File: config.mk
export PLATFORM = sky130hd
export DESIGN_NAME = traffic_ctrl
export DESIGN_NICKNAME = d
export VERILOG_FILES = /design/src/rtl/traffic_pkg.sv /design/src/rtl/tick_gen.sv /design/src/rtl/traffic_ctrl.sv
export SDC_FILE = /design/constraint.sdc
export NUM_CORES = 1
export LEC_CHECK = 0
export CAP_MARGIN = 15
export CELL_PAD_IN_SITES_DETAIL_PLACEMENT = 1
export CELL_PAD_IN_SITES_GLOBAL_PLACEMENT = 1
export CORE_ASPECT_RATIO = 1.75
export CORE_MARGIN = 8
export CORE_UTILIZATION = 30
export CTS_BUF_LIST = sky130_fd_sc_hd__clkbuf_16
export DETAILED_ROUTE_END_ITERATION = 7
export GPL_ROUTABILITY_DRIVEN = 0
export PLACE_DENSITY = 0.63
export SLEW_MARGIN = 25
export SYNTH_ARGS = -nofsm -noshare
export SYNTH_HDL_FRONTEND = slang
export SYNTH_SLANG_ARGS = --single-unit
File: constraint.sdc
create_clock -name clk_100MHz -period 2.2 [get_ports clk_100MHz]
set_clock_uncertainty 0.1 [all_clocks]
set_input_delay 0.33 -clock clk_100MHz [delete_from_list [all_inputs] [get_ports clk_100MHz]]
set_output_delay 0.33 -clock clk_100MHz [all_outputs]
set_load 0.01 [all_outputs]
File: src/rtl/traffic_pkg.sv
// rtl/traffic_pkg.sv - shared states, default durations and counter helpers for traffic_ctrl
package traffic_pkg;

   localparam int SEC_W = 8;

   localparam int DEF_TICK_DIV    = 100_000_000;
   localparam int DEF_T_GREEN_MIN = 10;
   localparam int DEF_T_YELLOW    = 3;
   localparam int DEF_T_ALL_RED   = 1;
   localparam int DEF_T_WALK      = 8;
   localparam int DEF_T_FLASH     = 4;

   typedef enum logic [2:0] {
      CAR_GREEN  = 3'd0,
      CAR_YELLOW = 3'd1,
      ALL_RED_1  = 3'd2,
      PED_WALK   = 3'd3,
      PED_FLASH  = 3'd4,
      ALL_RED_2  = 3'd5,
      EMERG      = 3'd6
   } state_t;

   // Final sec_cnt value of a phase lasting the given number of ticks.
   function automatic logic [SEC_W-1:0] last_cnt(input int ticks);
      return SEC_W'(ticks - 1);
   endfunction

endpackage

File: src/rtl/tick_gen.sv
// rtl/tick_gen.sv - free-running divider producing a one-cycle tick every TICK_DIV clocks
module tick_gen #(
   parameter int TICK_DIV = 100_000_000
) (
   input  logic clk,
   input  logic reset_n,
   output logic tick
);

   localparam int CNT_W = (TICK_DIV > 1) ? $clog2(TICK_DIV) : 1;
   localparam logic [CNT_W-1:0] CNT_LAST = CNT_W'(TICK_DIV - 1);

   logic [CNT_W-1:0] cnt;

   // Registered pulse: first tick is visible TICK_DIV clocks after reset release.
   always_ff @(posedge clk or negedge reset_n) begin
      if (!reset_n) begin
         cnt  <= '0;
         tick <= 1'b0;
      end else begin
         tick <= (cnt == CNT_LAST);
         cnt  <= (cnt == CNT_LAST) ? '0 : cnt + CNT_W'(1);
      end
   end

endmodule

File: src/rtl/traffic_ctrl.sv
// rtl/traffic_ctrl.sv - pedestrian-priority crossing sequencer; TRAFFIC_EMERGENCY_EN adds emergency all-red
module traffic_ctrl
   import traffic_pkg::*;
#(
   parameter int TICK_DIV    = DEF_TICK_DIV,
   parameter int T_GREEN_MIN = DEF_T_GREEN_MIN,
   parameter int T_YELLOW    = DEF_T_YELLOW,
   parameter int T_ALL_RED   = DEF_T_ALL_RED,
   parameter int T_WALK      = DEF_T_WALK,
   parameter int T_FLASH     = DEF_T_FLASH
) (
   input  logic       clk_100MHz,
   input  logic       reset_n,
   input  logic       ped_btn,
`ifdef TRAFFIC_EMERGENCY_EN
   input  logic       emergency,
`endif
   output logic       car_red,
   output logic       car_yellow,
   output logic       car_green,
   output logic       ped_red,
   output logic       ped_green,
   output logic       ped_wait,
   output logic [2:0] state_o
);

   localparam logic [SEC_W-1:0] GREEN_LAST  = last_cnt(T_GREEN_MIN);
   localparam logic [SEC_W-1:0] YELLOW_LAST = last_cnt(T_YELLOW);
   localparam logic [SEC_W-1:0] RED_LAST    = last_cnt(T_ALL_RED);
   localparam logic [SEC_W-1:0] WALK_LAST   = last_cnt(T_WALK);
   localparam logic [SEC_W-1:0] FLASH_LAST  = last_cnt(T_FLASH);

   state_t           state, state_nx;
   logic [SEC_W-1:0] sec_cnt;
   logic             ped_req;
   logic             tick;
   logic             btn_s1, btn_s2, btn_s3;
   logic             btn_rise;
   logic             emerg_act;

   tick_gen #(.TICK_DIV(TICK_DIV)) u_tick_gen (
      .clk     (clk_100MHz),
      .reset_n (reset_n),
      .tick    (tick)
   );

   always_ff @(posedge clk_100MHz or negedge reset_n) begin
      if (!reset_n) begin
         btn_s1 <= 1'b0;
         btn_s2 <= 1'b0;
         btn_s3 <= 1'b0;
      end else begin
         btn_s1 <= ped_btn;
         btn_s2 <= btn_s1;
         btn_s3 <= btn_s2;
      end
   end

   assign btn_rise = btn_s2 & ~btn_s3;

`ifdef TRAFFIC_EMERGENCY_EN
   logic emerg_s1, emerg_s2;

   always_ff @(posedge clk_100MHz or negedge reset_n) begin
      if (!reset_n) begin
         emerg_s1 <= 1'b0;
         emerg_s2 <= 1'b0;
      end else begin
         emerg_s1 <= emergency;
         emerg_s2 <= emerg_s1;
      end
   end

   assign emerg_act = emerg_s2;
`else
   assign emerg_act = 1'b0;
`endif

   always_ff @(posedge clk_100MHz or negedge reset_n) begin
      if (!reset_n) begin
         state   <= CAR_GREEN;
         sec_cnt <= '0;
         ped_req <= 1'b0;
      end else begin
         state <= state_nx;

         if (state_nx != state)
            sec_cnt <= '0;
         else if (tick && !(state == CAR_GREEN && sec_cnt == GREEN_LAST))
            sec_cnt <= sec_cnt + SEC_W'(1);

         // Entry to WALK serves the request; presses during WALK/FLASH are dropped.
         if (state_nx == PED_WALK && state != PED_WALK)
            ped_req <= 1'b0;
         else if (btn_rise && state != PED_WALK && state != PED_FLASH)
            ped_req <= 1'b1;
      end
   end

   always_comb begin
      state_nx   = state;
      car_red    = 1'b0;
      car_yellow = 1'b0;
      car_green  = 1'b0;
      ped_red    = 1'b0;
      ped_green  = 1'b0;

      if (tick) begin
         case (state)
            CAR_GREEN:  if (ped_req && sec_cnt == GREEN_LAST) state_nx = CAR_YELLOW;
            CAR_YELLOW: if (sec_cnt == YELLOW_LAST)           state_nx = ALL_RED_1;
            ALL_RED_1:  if (sec_cnt == RED_LAST)              state_nx = PED_WALK;
            PED_WALK:   if (sec_cnt == WALK_LAST)             state_nx = PED_FLASH;
            PED_FLASH:  if (sec_cnt == FLASH_LAST)            state_nx = ALL_RED_2;
            ALL_RED_2:  if (sec_cnt == RED_LAST)              state_nx = CAR_GREEN;
            default:    ;
         endcase
      end

      // Emergency overrides the tick schedule in both directions.
      if (emerg_act)
         state_nx = EMERG;
      else if (state == EMERG)
         state_nx = ALL_RED_2;

      case (state)
         CAR_GREEN: begin
            car_green = 1'b1;
            ped_red   = 1'b1;
         end
         CAR_YELLOW: begin
            car_yellow = 1'b1;
            ped_red    = 1'b1;
         end
         PED_WALK: begin
            car_red   = 1'b1;
            ped_green = 1'b1;
         end
         PED_FLASH: begin
            car_red   = 1'b1;
            ped_green = ~sec_cnt[0];
         end
         default: begin
            car_red = 1'b1;
            ped_red = 1'b1;
         end
      endcase
   end

   assign ped_wait = ped_req;
   assign state_o  = state;

endmodule

=== Yosys cells after proc, flatten, opt, wreduce, memory -nomap -nowiden ===
Index checks and enable logic that the tools add are counted.

* Bits in registers: 43
* Bits in latches: 0
* Memory bits (writable): 0
* ROM bits: 0
* Bits of input ports: 3
* Output and inout port bits: 9
* Memories kept: 0

* Add/sub/neg operators: 2
* Multipliers: 0
* Divide/modulo/power cells: 0
* $lt $le $gt $ge: 0
* Equality and inequality tests: 15
* Shifts and indexed selects: 0
* Multiplexer cells: 19
* Bitwise logic cells: 3
* Reductions and logical operators: 13

{| class="wikitable"
|+ Operators by type and width
! operator !! number
|-
| $add A27 B1 Y27 const B || 1
|-
| $eq A27 B27 Y1 const B || 1
|-
| $mux W27 || 1
|-
| $mux W3 || 8
|-
| $pmux W3 S6 || 1
|-
| $eq A8 B2 Y1 const B || 2
|-
| $mux W8 || 2
|-
| $eq A3 B2 Y1 const B || 3
|-
| $eq A3 B3 Y1 const B || 3
|-
| $add A8 B1 Y8 const B || 1
|-
| $eq A8 B3 Y1 const B || 1
|-
| $eq A8 B4 Y1 const B || 1
|-
| $logic_not A8 Y1 || 1
|-
| $logic_and A1 B1 Y1 || 6
|-
| $mux W1 || 6
|-
| $reduce_bool A2 Y1 || 2
|-
| $reduce_or A2 Y1 || 2
|-
| $eq A3 B1 Y1 const B || 1
|-
| $logic_not A3 Y1 || 1
|-
| $ne A3 B2 Y1 const B || 1
|-
| $ne A3 B3 Y1 || 1
|-
| $ne A3 B3 Y1 const B || 1
|-
| $not A1 Y1 || 2
|-
| $pmux W1 S2 || 1
|-
| other kinds (2) || 2
|}

=== Logic depth before layout (Yosys ltp) ===
Gate-level depths: netlist of the first run.

* Word-level depth: 9
* Depth in mapped cells: 7
* Depth with buffers taken out: 6

=== Hierarchy ===
From an unflattened synthesis of the first run, not the netlist that was laid out.

* Cells, all modules: 242
* Area total of the unflattened synthesis: 2,348.5 µm²

{| class="wikitable"
|+ By module, submodules not included
! module !! times used !! cells an instance !! area each (µm²)
|-
| tick_gen || 1 || 135 || 1,357.6
|-
| traffic_ctrl || 1 || 107 || 991.0
|}

=== Worst setup path before layout of the first run ===
OpenSTA, ideal clock, no wires.

* Path kind: flip-flop to flip-flop
* From: register sec_cnt[4]
* To: register sec_cnt[0]
* Data arrival time: 1.744 ns
* Slack: 0.209 ns
* Stages on the path, launching flop included: 5
* Path buffers: 0
* Clock period less this slack: 1.991 ns
* Cell sequence: dfrtp_1 or4_1 o32a_1 nor4_4 nor3_1

* Word-level cells in the longest chain between the ends: 8
* Elaborated cells between the ends (all ways): 21

{| class="wikitable"
|+ RTL lines
! item !! RTL line !! RTL
|-
| from (decl) || traffic_ctrl.sv:34 || <nowiki>logic [SEC_W-1:0] sec_cnt;</nowiki>
|-
| from (signal assigned) || traffic_ctrl.sv:90 || <nowiki>sec_cnt <= sec_cnt + SEC_W'(1);</nowiki>
|-
| $eq A8 B4 Y1 || traffic_ctrl.sv:89, traffic_ctrl.sv:110 ||
|-
| $logic_and A1 B1 Y1 || traffic_ctrl.sv:110 || <nowiki>CAR_GREEN: if (ped_req && sec_cnt == GREEN_LAST) state_nx = CAR_YELLOW;</nowiki>
|-
| $mux W3 || traffic_ctrl.sv:110 ||
|-
| $pmux W3 S6 || traffic_ctrl.sv:109 || <nowiki>case (state)</nowiki>
|-
| $mux W3 || traffic_ctrl.sv:108 || <nowiki>if (tick) begin</nowiki>
|-
| $mux W3 || traffic_ctrl.sv:123 || <nowiki>else if (state == EMERG)</nowiki>
|-
| $ne A3 B3 Y1 || traffic_ctrl.sv:87 || <nowiki>if (state_nx != state)</nowiki>
|-
| $mux W8 / $reduce_bool A2 Y1 (equally long branches) || n/a ||
|}

Several ways; a longest one is shown, not always the timed one.
A chain may end at the register's enable or synchronous reset.

=== Worst setup path after layout of the first run ===
* From: register sec_cnt[5]
* To: register sec_cnt[1]

Same word-level chain as after synthesis.

==> flow_metrics.env, run 1 <==
export IMPL_grt_pass1_wl_mm=10.7
export IMPL_numCtsBuffers=5
export IMPL_syn_area_per_cell_um2=9.73
export IMPL_initial_core_util_pct=30.6
export IMPL_root_buffer="clkbuf_16"
export IMPL_crit_arrival_ns=2.19
export IMPL_grt_total_usage_pct=11.7
export IMPL_ys_flop_type="dfrtp_1"
export IMPL_synthXorXnorAreaFrac_pct=6.56
export IMPL_vdd_drop_max_v=0.000368
export IMPL_r2r_start="sec_cnt[5]$_DFFE_PN0P_"
export IMPL_startpoint="sec_cnt[5]$_DFFE_PN0P_"
export IMPL_io_buffers=11
export IMPL_cts_clk_slew_worst_paths_ns=0.06
export IMPL_cts_buffer_depth=2
export IMPL_crit_path_start_kind="register"
export IMPL_wl_per_cell_um=17.4
export IMPL_synth_commonest_cells="dfrtp_1 (43), nor2_1 (20), nand2_1 (17)"
export IMPL_yosysTopAreaCellShare_pct=44.8
export IMPL_die_w_um=83.7
export IMPL_fp_dieArea_mm2=0.0112
export IMPL_via_per_inst=5.57
export IMPL_core_area_mm2=0.00786
export IMPL_firstDrtPassIters=3
export IMPL_cts_tree="done"
export IMPL_total_leakage_power_uw=0.00116
export IMPL_synth_seq_cells=43
export IMPL_synth_warnings=0
export IMPL_fmax_ghz=0.467
export IMPL_min_period_ns=2.14
export IMPL_synth_most_common_cell="dfrtp_1"
export IMPL_diodes=0
export IMPL_clock_latency_ns=0.29
export IMPL_setup_viol=0
export IMPL_drive_gt1_share_pct=15.4
export IMPL_status="finished, final reports clean"
export IMPL_wl_mm=6.29
export IMPL_antenna_left=0
export IMPL_final_cell_count_no_fill=362
export IMPL_rsz0062_at_grt="no"
export IMPL_grt_max_degree=44
export IMPL_first_iter_violations=55
export IMPL_synthAdderAreaFrac_pct=2.60
export IMPL_dp_cells=351
export IMPL_slew_headroom_pct=62.5
export IMPL_yosys_area_share_simple_pct=30.5
export IMPL_required_ns=2.25
export IMPL_yosysSeqAreaShare_pct=44.8
export IMPL_maxCapViolations=0
export IMPL_num_rows=43
export IMPL_synthCells=247
export IMPL_synth_nets=255
export IMPL_min_path_type="input port to asynchronous set/reset pin"
export IMPL_syn_cell_area_mm2=0.00240
export IMPL_async_flop_share_pct=100
export IMPL_io_pins=12
export IMPL_synth_edf_count=0
export IMPL_path_max_fanout=4
export IMPL_criticalPathCategory="register to register"
export IMPL_setup_tns_ns=0
export IMPL_cts_sinks=43
export IMPL_area_growth_pct=19.2
export IMPL_antenna_found_initial=0
export IMPL_tightest_slew_ns=0.562
export IMPL_fin_crit_sh_pct=97.3
export IMPL_drv_slew=0
export IMPL_fin_nets=279
export IMPL_die_h_um=134
export IMPL_drc=0
export IMPL_dr_total_vias=2017
export IMPL_synth_mux_area_share_pct=0.416
export IMPL_end_kind="register"
export IMPL_synthTopCellsByArea="dfrtp_1 (45%), xnor2_1 (3.6%), nand4_1 (3.1%), nor2_1 (3.1%), xor2_1 (2.9%)"
export IMPL_grt_pass1_vias=2138
export IMPL_final_hold_viol_count=0
export IMPL_htreeDepth=2
export IMPL_grt_overflow=0
export IMPL_synth_compound_area_share_pct=12.1
export IMPL_synth_top_family_by_area="simple AND/OR/NAND/NOR gates"
export IMPL_cellPowerDensity_mw_per_mm2=535
export IMPL_synth_cell_types=54
export IMPL_cts_hold_buffers=0
export IMPL_yosysTopAreaCell="dfrtp_1"
export IMPL_hpwl_mm=4.72
state kept, by name (all words and copies together) (netlist names):
signal / cells
state_o: 3
btn_s1: 1
u_tick_gen.tick: 1
sec_cnt: 8
btn_s3: 1
u_tick_gen.cnt: 27
ped_wait: 1
btn_s2: 1
cell usage in the layout, fill, tap and decap left out, types with 2 or more instances in the layout:
cell type and instances:
a21oi_1 9, dfrtp_2 2, xor2_1 8, ha_1 5, and2_1 4, dfrtp_1 41, clkbuf_16 5, or4_4 2
a21oi_2 2, nor4_4 2, nand3_1 11, or3_1 2, or4_1 5, and4_1 2, nand4_1 12, nor4_1 4
and3_1 6, nor2_1 20, inv_1 8, xnor2_1 10, dlymetal6s2s_1 2, nor4b_1 3, nor3_1 8, nand2_1 17
nand2b_1 3, or2_1 2, a311oi_1 3, buf_4 17, clkdlybuf4s50_1 8, o21ai_0 8, o31ai_1 8, nor2b_1 3
metal layers:
metal  track usage, %  up-vias  routed length [µm]
met2             22.5       26                3550
met3             3.04       17                 198
li1                 -      966                   -
met4             6.27        0                 214
met5                0        -                   0
met1             10.8     1008                2330
report_power, final:
| group | leakage, µW | internal (µW) | switching (µW) |
|---|---|---|---|
| clock | 0.0000710 | 414 | 305 |
| combinational | 0.000519 | 3.47 | 15.9 |
| sequential | 0.000571 | 794 | 0.980 |
| total | 0.00116 | 1210 | 322 |
through the flow:
stage / instance area (µm²) / hold WS, ns / total power (µW) / util (%) / setup slack (ns)
finish: 2860 / 0.0220 / 1530 / 36.5 / 0.0585
global placement: 2680 / 0.248 / 831 / 34.1 / 0.0551
floorplan: 2400 / -0.0656 / 809 / - / 0.209
global route: 2860 / 0.0845 / 1590 / 36.5 / 0.000663
CTS: 2840 / 0.0422 / 1570 / 36.1 / 0.0156
detailed placement: 2680 / 0.254 / 831 / 34.1 / -0.00260
worst max-delay path: stages (launching register included):
cell and delay [ns]:
dfrtp_1 0.42, or4_1 0.57, o32a_1 0.42, nor4_4 0.40, nor3_1 0.09
cell type report:
class	count	area, µm²
clock buffer	5	125
clock inverter	3	16.3
fill	899	4990
inverter	7	26.3
multi-input combinational	186	1270
sequential	43	1080
tap	90	113
timing repair buffer	28	238
worst paths after layout:
check / end / slack, ns / cells past startpoint
worst max-delay path: sec_cnt[1]$_DFFE_PN0P_ / 0.06 / 4
worst min register to register: btn_s2$_DFF_PN0_ / 0.26 / 0
worst min-delay path: state_o[0]$_DFF_PN0_ / 0.02 / 2
max in group asynchronous: state_o[1]$_DFF_PN0_ / 1.57 / 2
worst max register to register: sec_cnt[1]$_DFFE_PN0P_ / 0.06 / 4
min in group clk_100MHz: btn_s2$_DFF_PN0_ / 0.26 / 0
kinds of logic (layout without fill, tap and decap cells):
| family | count (synthesis) | count (layout) |
|---|---|---|
| adders and majority gates | 5 | 5 |
| and+or+nand+nor | 120 | 120 |
| DFF | 43 | 43 |
| muxes | 1 | 1 |
| xor gates and xnor gates | 18 | 18 |
| AOI/OAI and AO/OA | 42 | 42 |
| buffers and inverters | 18 | 43 |
repair_timing:
| item | 4_1_cts | 5_1_grt |
|---|---|---|
| resized for setup | 4 | 3 |
| hold endpoints to repair | 0 | 0 |
| setup endpoints to repair | 7 | 5 |
| setup buffers | 1 | 2 |
(Power assumes the default switching activity.)
==> run 2, diff against run 1 <==
Settings changed: SLEW_MARGIN 25 to default.
==> results of run 2 <==
No change in the layout: final DEF, timing and power equal those of run 1.
==> run 3, diff against run 2 <==
Settings changed: SLEW_MARGIN from default to 20.
Clock period 2.2 ns to 2.56 ns, I/O delays scaled along.
==> run 3 against run 2 <==
Worst hold slack gained 0.23 ns. Non-clock buffer count shrank 7. Setup slack gained 0.18 ns. Routed wire length is essentially flat. Sequential share of layout area grew 0.46 points.
==> flow_metrics.env, run 3 (same netlist as run 1, synthesis figures left out) <==
export IMPL_cellPowerDensity_mw_per_mm2=514
export IMPL_grt_max_degree=31
export IMPL_cts_buffer_depth=2
export IMPL_root_buffer="clkbuf_16"
export IMPL_cts_post_setup_buffers_inserted=0
export IMPL_cpLargestDelayFamily="buffers and inverters"
export IMPL_slew_headroom_pct=63.3
export IMPL_slowest_delay_ns=0.55
export IMPL_final_common_cell="dfrtp_1"
export IMPL_die_w_um=83.7
export IMPL_tightest_slew_ns=0.546
export IMPL_required_ns=2.08
export IMPL_total_power_uw=1450
export IMPL_crit_arrival_ns=1.83
export IMPL_largest_register_ffs=27
export IMPL_firstDrtPassIters=4
export IMPL_path_max_fanout=13
export IMPL_wl_per_cell_um=17.7
export IMPL_min_path_type="register to register"
export IMPL_fin_crit_sh_pct=90.5
export IMPL_setup_tns_ns=0
export IMPL_crit_path_cell_trace="or2_2, nor2_1, clkdlybuf4s50_1"
export IMPL_slowest_stage="clkdlybuf4s50_1"
export IMPL_grt_pass1_vias=2167
export IMPL_antenna_found_initial=0
export IMPL_status="finished, final reports clean"
export IMPL_htreeDepth=2
export IMPL_io_pins=12
export IMPL_fillCellCount=886
export IMPL_grt_pass1_wl_mm=10.9
export IMPL_cts_clk_slew_worst_paths_ns=0.07
export IMPL_setup_viol=0
export IMPL_diodes=0
export IMPL_fp_dieArea_mm2=0.0112
export IMPL_path_buf_inv=1
export IMPL_initial_core_util_pct=30.6
export IMPL_cts_sinks=43
export IMPL_via_per_inst=5.60
export IMPL_first_iter_violations=39
export IMPL_total_leakage_power_uw=0.00114
export IMPL_hpwl_mm=4.77
export IMPL_numCtsBuffers=5
export IMPL_crit_path_start_kind="register"
export IMPL_end_kind="primary output"
export IMPL_num_rows=43
export IMPL_min_period_ns=2.32
export IMPL_dr_total_vias=1988
export IMPL_io_buffers=11
export IMPL_most_common_layout_cells="dfrtp_1 (43), nor2_1 (20), nand2_1 (17)"
export IMPL_cts_tree="done"
export IMPL_final_hold_viol_count=0
export IMPL_clock_latency_ns=0.29
export IMPL_maxCapViolations=0
export IMPL_wl_mm=6.30
export IMPL_area_growth_pct=17.4
export IMPL_antenna_left=0
export IMPL_core_area_mm2=0.00786
export IMPL_largest_register="u_tick_gen.cnt"
export IMPL_fmax_ghz=0.431
export IMPL_rsz0062_at_grt="no"
export IMPL_drive_gt1_share_pct=11.3
export IMPL_drv_slew=0
export IMPL_vdd_drop_max_v=0.000334
export IMPL_grt_overflow=0
export IMPL_criticalPathCategory="register to primary output"
export IMPL_fin_nets=272
export IMPL_grt_total_usage_pct=12.0
export IMPL_drc=0
export IMPL_die_h_um=134
[run 3: cell count changes in the layout (fill, tap and decap cells not counted), sizes merged]
cell,change
buf,-8
clkinv,-1
dlymetal6s2s,-2
bufinv,+1
clkdlybuf4s50,+2
dlygate4sd3,+1
[run 3: per-layer routing]
layer	vias to the layer above	share of wire [%]	wire (µm)	global-route usage, %
met2	22	58	3660	23.7
met5	-	0	0	0
met1	1005	36	2300	11.2
met4	0	2.6	163	5.69
met3	10	2.8	174	2.55
li1	951	-	-	-
[run 3: worst paths after layout]
path	from	end	slack, ns	cells past startpoint
max	state_o[2]$_DFF_PN0_	car_green	0.24	3
max reg2reg	u_tick_gen.cnt[0]$_DFF_PN0_	u_tick_gen.cnt[23]$_DFF_PN0_	0.31	6
min reg2reg	btn_s1$_DFF_PN0_	btn_s2$_DFF_PN0_	0.25	0
max in group asynchronous	reset_n	u_tick_gen.cnt[14]$_DFF_PN0_	1.20	3
min in group asynchronous	reset_n	btn_s2$_DFF_PN0_	0.43	2
min	btn_s1$_DFF_PN0_	btn_s2$_DFF_PN0_	0.25	0
[run 3: final cells by class]
| cell class | count | area, µm² | area share [%] |
|---|---|---|---|
| Clock buffer | 5 | 125 | 4.43 |
| Clock inverter | 3 | 46.3 | 1.64 |
| Inverter | 7 | 26.3 | 0.931 |
| Multi-Input combinational cell | 186 | 1250 | 44.4 |
| Sequential cell | 43 | 1080 | 38.1 |
| Tap cell | 90 | 113 | 3.99 |
| Timing Repair Buffer | 21 | 183 | 6.47 |
[run 3: timing repair]
item,4_1_cts,5_1_grt
hold buffers,1,0
endpoints found under the hold margin,13,0
resized for setup,0,0
[run 3: report_power, final]
group	switching, µW	internal (µW)
sequential	0.832	682
combinational	14.4	3.97
clock	285	464
total	301	1150
[run 3: worst register-to-register path, stage by stage, from the launching register on]
cell	delay, ns
dfrtp_1	0.40
ha_1	0.26
nand3_1	0.19
or2_1	0.38
nor4_4	0.46
buf_4	0.27
a21oi_1	0.07
[run 3: stage by stage]
stage | std cells | utilization, % | hold WS (ns) | setup slack, ns | instance area, µm²
after CTS | 355 | 35.9 | 0.262 | 0.206 | 2820
after floorplan | 247 | - | -0.0116 | 0.569 | 2400
after global placement | 346 | 33.6 | 0.201 | 0.393 | 2640
after global routing | 355 | 35.9 | 0.284 | 0.102 | 2820
final | 355 | 35.9 | 0.255 | 0.242 | 2820
after detailed placement | 346 | 33.6 | 0.208 | 0.306 | 2640
